### src/rtl/hazard_stall_ctrl.sv
// hazard_stall_ctrl: decides each cycle whether the D-stage instruction may
// advance. It stalls on RAW hazards that forwarding cannot cover (Tuse/Tnew
// against E and M) and on mult/div accesses while the multi-cycle unit is busy.
// A stall holds PC and IF/ID and turns ID/EX into a bubble. A saturating counter
// records how many cycles were stalled.
module hazard_stall_ctrl #(
    parameter int MULT_CYCLES = 5,
    parameter int DIV_CYCLES  = 10,
    parameter int CNT_W       = 32
) (
    input  logic             clk,
    input  logic             reset,
    input  logic [4:0]       d_rs,
    input  logic [4:0]       d_rt,
    input  logic [1:0]       d_tuse_rs,
    input  logic [1:0]       d_tuse_rt,
    input  logic             d_is_md,
    input  logic [4:0]       e_wreg,
    input  logic [1:0]       e_tnew,
    input  logic [4:0]       m_wreg,
    input  logic [1:0]       m_tnew,
    input  logic             md_start,
    input  logic             md_is_div,
    output logic             pc_en,
    output logic             if_id_en,
    output logic             id_ex_clr,
    output logic             md_busy,
    output logic [CNT_W-1:0] stall_cnt
);

    localparam int MAX_CYCLES = (MULT_CYCLES > DIV_CYCLES) ? MULT_CYCLES : DIV_CYCLES;
    localparam int BW         = $clog2(MAX_CYCLES + 1);

    localparam logic [BW-1:0]    MULT_LOAD = BW'(MULT_CYCLES);
    localparam logic [BW-1:0]    DIV_LOAD  = BW'(DIV_CYCLES);
    localparam logic [BW-1:0]    CNT_ONE   = BW'(1);
    localparam logic [CNT_W-1:0] STALL_MAX = {CNT_W{1'b1}};

    typedef enum logic {
        IDLE = 1'b0,
        BUSY = 1'b1
    } md_state_e;

    md_state_e        state_q, state_d;
    logic [BW-1:0]    md_cnt_q, md_cnt_d;
    logic [CNT_W-1:0] stall_cnt_q, stall_cnt_d;

    logic stall_rs, stall_rt, md_stall, stall;

    // State register: FSM state, busy down-counter and stall performance counter.
    // NOTE: sequential state uses non-blocking assignments so every flop samples
    // pre-edge values regardless of statement order.
    always_ff @(posedge clk or posedge reset) begin
        if (reset) begin
            state_q     <= IDLE;
            md_cnt_q    <= '0;
            stall_cnt_q <= '0;
        end else begin
            state_q     <= state_d;
            md_cnt_q    <= md_cnt_d;
            stall_cnt_q <= stall_cnt_d;
        end
    end

    // Next-state logic: load the busy count on a start from IDLE, count down in BUSY.
    // A start seen while BUSY is deliberately ignored (no reload).
    // NOTE: every comb output gets a default first so no path can infer a latch.
    always_comb begin
        state_d  = state_q;
        md_cnt_d = md_cnt_q;
        unique case (state_q)
            IDLE: begin
                if (md_start) begin
                    md_cnt_d = md_is_div ? DIV_LOAD : MULT_LOAD;
                    state_d  = BUSY;
                end
            end
            BUSY: begin
                md_cnt_d = md_cnt_q - CNT_ONE;
                if (md_cnt_q == CNT_ONE) begin
                    state_d = IDLE;
                end
            end
            default: begin
                state_d  = IDLE;
                md_cnt_d = '0;
            end
        endcase
    end

    // FSM outputs: busy is a pure decode of the registered state.
    always_comb begin
        md_busy = (state_q == BUSY);
    end

    // Hazard detection: register 0 never stalls; Tuse==3 means the operand is unused.
    always_comb begin
        stall_rs = (d_rs != 5'd0) && (d_tuse_rs != 2'd3) &&
                   (((d_rs == e_wreg) && (e_tnew > d_tuse_rs)) ||
                    ((d_rs == m_wreg) && (m_tnew > d_tuse_rs)));
        stall_rt = (d_rt != 5'd0) && (d_tuse_rt != 2'd3) &&
                   (((d_rt == e_wreg) && (e_tnew > d_tuse_rt)) ||
                    ((d_rt == m_wreg) && (m_tnew > d_tuse_rt)));
        md_stall = d_is_md && (md_busy || md_start);
        stall    = stall_rs || stall_rt || md_stall;
    end

    // Stall counter next value: one per stalled cycle, holding at all-ones.
    always_comb begin
        stall_cnt_d = stall_cnt_q;
        if (stall && (stall_cnt_q != STALL_MAX)) begin
            stall_cnt_d = stall_cnt_q + CNT_W'(1);
        end
    end

    // Pipeline register controls.
    always_comb begin
        pc_en     = ~stall;
        if_id_en  = ~stall;
        id_ex_clr = stall;
        stall_cnt = stall_cnt_q;
    end

endmodule
### config.mk
export PLATFORM = sky130hd
export DESIGN_NAME = hazard_stall_ctrl
export DESIGN_NICKNAME = d
export VERILOG_FILES = /design/src/rtl/hazard_stall_ctrl.sv
export SDC_FILE = /design/constraint.sdc
export NUM_CORES = 1
export LEC_CHECK = 0
export ABC_AREA = 0
export CAP_MARGIN = 25
export CORE_MARGIN = 8
export CORE_UTILIZATION = 33
export CTS_CLUSTER_DIAMETER = 120
export DETAILED_ROUTE_END_ITERATION = 7
export DONT_BUFFER_PORTS = 1
export GPL_ROUTABILITY_DRIVEN = 0
export SYNTH_ARGS = -nofsm -noshare
export SYNTH_HDL_FRONTEND = slang
export SYNTH_SLANG_ARGS = --single-unit
### constraint.sdc
create_clock -name clk -period 3 [get_ports clk]
set_clock_uncertainty 0.2 [all_clocks]
set_input_delay 0.45 -clock clk [delete_from_list [all_inputs] [get_ports clk]]
set_output_delay 0.45 -clock clk [all_outputs]
set_load 0.02 [all_outputs]
# Yosys cells after proc, flatten, opt, wreduce, memory -nomap -nowiden
# Index checks and enable logic that the tools add are counted.
# op_classes
addsub	2
order_cmp	4
eq_ne	9
mux	6
bitwise_logic	2
reduce_logical	17
# op_table
operator	n
$add 32x1->32 const B	1
$ne 32x32->1 const B	1
$eq 5x5->1	4
$logic_and 1x1->1	10
$reduce_bool 5->1	2
$gt 2x2->1	4
$mux 4	2
$pmux 4 s2	1
$ne 2x2->1 const B	3
$logic_or 1x1->1	5
$eq 4x1->1 const B	1
$sub 4x1->4 const B	1
$mux 1	2
$not 1->1	2
$pmux 1 s2	1
# totals
ff_bits	37
in_bits	33
out_inout_bits	36

# Depth between registers and ports, before layout
# depth
word_depth	7
ltp_mapped	10

# Worst setup path after synthesis
# No wires, ideal clock.
# synth_path
path_kind	input -> output
startpoint	input d_tuse_rt[1]
endpoint	output pc_en
t_arrival_ns	2.004
required_time_ns	2.350
setup_slack_ns	0.346
stages	10
n_path_buf	2
path_cell_list	inv_1 -> ha_1 -> nand2_1 -> nand4_1 -> nor4_1 -> o221ai_1 -> nand3_2 -> buf_4 -> inv_1 -> buf_4
# synth_between
elab_chain_cells	7
elab_cells_between_ends	11
cone_classes	2 x order compare; 1 x eq/ne; 1 x bitwise; 7 x reduce/logical
# synth_lines
item	line	rtl
from (decl)	16	input logic [1:0] d_tuse_rt,
$gt 2x2->1 (on tied branches)	102, 103	
$logic_and 1x1->1 (on tied branches)	102, 103	
$logic_or 1x1->1	102	(((d_rt == e_wreg) && (e_tnew > d_tuse_rt)) ||
$logic_and 1x1->1 (*)	101	stall_rt = (d_rt != 5'd0) && (d_tuse_rt != 2'd3) &&
$logic_or 1x1->1 (*) (2 in series)	105	stall = stall_rs || stall_rt || md_stall;
via id_ex_clr	26	output logic id_ex_clr,
$not 1->1 (*)	n/a	
to (decl)	24	output logic pc_en,
# Mark *: on every way through the listed nets, which the timed path passes. The rest lies on a longest branch.

# Worst setup path after layout
# layout_path
startpoint	input d_tuse_rs[1]
endpoint	output id_ex_clr
# layout_between
elab_chain_cells	6
elab_cells_between_ends	10
cone_classes	2 x order compare; 1 x eq/ne; 7 x reduce/logical
# layout_lines
item	line	rtl
from (decl)	15	input logic [1:0] d_tuse_rs,
$gt 2x2->1 (on tied branches)	99, 100	
$logic_and 1x1->1 (on tied branches)	99, 100	
$logic_or 1x1->1	99	(((d_rs == e_wreg) && (e_tnew > d_tuse_rs)) ||
$logic_and 1x1->1 (*)	98	stall_rs = (d_rs != 5'd0) && (d_tuse_rs != 2'd3) &&
$logic_or 1x1->1 (*) (2 in series)	105	
to (decl)	26	
# Mark *: on every way between the ends. The rest lies on a longest branch, timed or not.

==> results.json <==
{
  "outcome": "completed",
  "synth_area_leader_cell": "dfrtp_1",
  "hold_violations": 0,
  "num_antenna_cells": 0,
  "drv_slew": 0,
  "maxCapViolCount": 0,
  "grt_max_degree": 38,
  "p_sw_frac": 0.335,
  "die_w_um": 99.6,
  "rsz0062_at_grt": "false",
  "seqPwrFrac": 0.485,
  "seq_area_um2": 926,
  "grt_use_met2": 0.179,
  "clkLatencyLatePin_ns": 0.28,
  "cts_buffers": 5,
  "synth_most_common_cell": "xnor2_1",
  "leakage_uw": 0.00106,
  "place_hpwl_mm": 4.30,
  "fin_crit_sh": 0.852,
  "critPathRequiredTime_ns": 2.35,
  "cp_data_arrival_time_ns": 1.91,
  "grt_busiest_layer": "met2",
  "synth_area_um2": 2300,
  "syn_area_per_cell_um2": 9.81,
  "grt_overflow": 0,
  "syn-num-nets": 279,
  "period_needed_ns": 2.56,
  "drtIter0Drc": 45,
  "area_growth_pct": 10.5,
  "cts.sinks": 37,
  "fmax_mhz": 391,
  "cts_root_buf": "clkbuf_8",
  "finalSetupTns_ns": 0,
  "cts.repair.resized": 0,
  "p_per_area_nw_per_um2": 597,
  "synth_seq_cells": 37,
  "viasPerCell": 5.04,
  "async_flop_share": 1.00,
  "fin_ws_ns": 0.443,
  "drc": 0,
  "switching_power_uw": 509,
  "n_fill_cell": 676,
  "post-route-util": 0.375,
  "cp_max_fo": 16,
  "htree_num_levels": 2,
  "clk_pin_slew_ns": 0.07,
  "p_clk_frac": 0.291,
  "p_int_uw": 1010,
  "met1_usage": 0.135,
  "slew_headroom": 0.684,
  "drt-total-wl_mm": 5.49,
  "ys_warn_count": 0,
  "ys_types": 37,
  "via_count": 1709,
  "hold_class": "input port to register",
  "row_count": 30,
  "hold_ws_ns": 0.122,
  "first_global_vias": 1768,
  "grt_util_met3": 0.0405,
  "ir_worst_vdd_v": 0.000314,
  "antenna_left": 0,
  "synth-main-ff-cell": "dfrtp_1",
  "antenna_found_initial": 0,
  "tightest_slew_ns": 0.470,
  "drive_above_1_share": 0.0947,
  "ys_top_cells_by_area": "dfrtp_1, xnor2_1, ha_1",
  "cts_tree": "yes",
  "synth-seq-area-share": 0.402,
  "clock_path_buffers": 2,
  "setup.worst_path.start_class": "input port",
  "ios": 69,
  "synth-edff-count": 0,
  "die-area_um2": 9910,
  "avgRoutedWirePerCell_um": 16.2,
  "track_usage": 0.113,
  "crit_type": "input port to output port",
  "syn_inst": 235,
  "grt_pass1_wl_mm": 9.15,
  "first_pass_iters": 4,
  "yosys-top-cells-count": "xnor2_1, dfrtp_1, nand4_1",
  "setup.worst_path.end_class": "output port",
  "multi_input_area_um2": 1280,
  "power_frac_comb": 0.225,
  "final_nets": 286,
  "setup_violations": 0,
  "die_h_um": 99.6,
  "initial_core_util": 0.339,
  "core_um2": 6790,
  "io_buffer_count": 0,
  "synth_top_area_frac": 0.402,
  "place_ws_ns": 0.463
}
final timing paths:
kind	slack [ns]	start	to	cells after the start
max in group asynchronous	1.75	reset	stall_cnt[0]	3
min in group asynchronous	0.51	reset	stall_cnt[28]	3
worst max register to register	0.57	stall_cnt[1]	stall_cnt[1]	8
worst max-delay path	0.44	d_tuse_rs[1]	id_ex_clr	8
worst min-delay path	0.12	md_start	md_busy	2
worst min register to register	0.37	md_cnt_q[0]	md_cnt_q[0]	1
kinds of logic (layout without fill, tap and decap cells):
| group | count (synthesis) | in the layout | synth area share |
|---|---|---|---|
| multiplexers | 2 | 2 | 0.00923 |
| XOR/XNOR | 51 | 51 | 0.194 |
| buffers and inverters | 19 | 27 | 0.0423 |
| flip-flops | 37 | 37 | 0.402 |
| adder cells (fa/ha/maj) | 11 | 11 | 0.0597 |
| AND/OR/NAND/NOR | 95 | 95 | 0.241 |
| AO/OA/AOI/OAI | 20 | 20 | 0.0527 |
registers in the layout, summed over array words and instances, names as in the netlist:
register / flops
stall_cnt: 32
md_cnt_q: 4
md_busy: 1
cell usage in the layout, fill, tap and decap left out, types with 2 or more instances in the layout:
| master | synthesis | layout |
|---|---|---|
| a2111oi_0 | 2 | 2 |
| a21oi_1 | 6 | 6 |
| and3_1 | 11 | 11 |
| and4_1 | 4 | 4 |
| buf_4 | 3 | 6 |
| clkbuf_8 | 0 | 6 |
| dfrtp_1 | 37 | 37 |
| ha_1 | 11 | 11 |
| inv_1 | 12 | 12 |
| nand2_1 | 13 | 13 |
| nand3_1 | 13 | 13 |
| nand3_2 | 2 | 2 |
| nand3b_1 | 2 | 2 |
| nand4_1 | 21 | 21 |
| nor2_1 | 9 | 9 |
| nor2_2 | 2 | 2 |
| nor2b_1 | 4 | 4 |
| nor3_1 | 3 | 3 |
| nor4_1 | 3 | 3 |
| o21ai_0 | 8 | 8 |
| xnor2_1 | 44 | 44 |
| xor2_1 | 7 | 7 |
final cells by class:
cell class | count | share of cell area
well taps | 96 | 0.0472
multi-input cells | 179 | 0.503
flip-flops and latches | 37 | 0.363
clock inverters | 2 | 0.0147
clock buffers | 6 | 0.0324
repair buffers | 7 | 0.0216
inverters | 12 | 0.0177
worst max-delay path, cell delays in order:
cell and delay [ns]:
inv_1 0.03, ha_1 0.28, nor2b_1 0.12, o21ai_0 0.08
a2111oi_0 0.32, o21ai_0 0.22, nand3_2 0.15, buf_4 0.25
power by group through the flow:
| stage | clock [uW] | sequential [uW] | combinational, uW |
|---|---|---|---|
| after global placement | 0 | 747 | 335 |
| final | 442 | 737 | 342 |
| after global routing | 479 | 754 | 393 |
| after detailed placement | 0 | 746 | 347 |
| after CTS | 462 | 738 | 347 |
| after floorplan | 0 | 719 | 281 |
what timing repair did:
| item | in CTS | in global routing |
|---|---|---|
| hold buffers | 1 | 0 |
| endpoints found under the setup margin | 0 | 0 |
| buffers inserted | 0 | 0 |
| endpoints found under the hold margin | 37 | 0 |
metrics by stage:
step,cell area (um^2),total power (uW),instances
final,2550,1520,339
after global routing,2550,1630,339
after CTS,2550,1550,339
after detailed placement,2420,1090,330
after global placement,2420,1080,330
after floorplan,2300,999,235
routing by layer:
layer,up-vias,part of all wire
met4,0,0.020
met2,44,0.48
met5,-,0
li1,845,-
met1,810,0.42
met3,10,0.077
(Power assumes the default switching activity.)
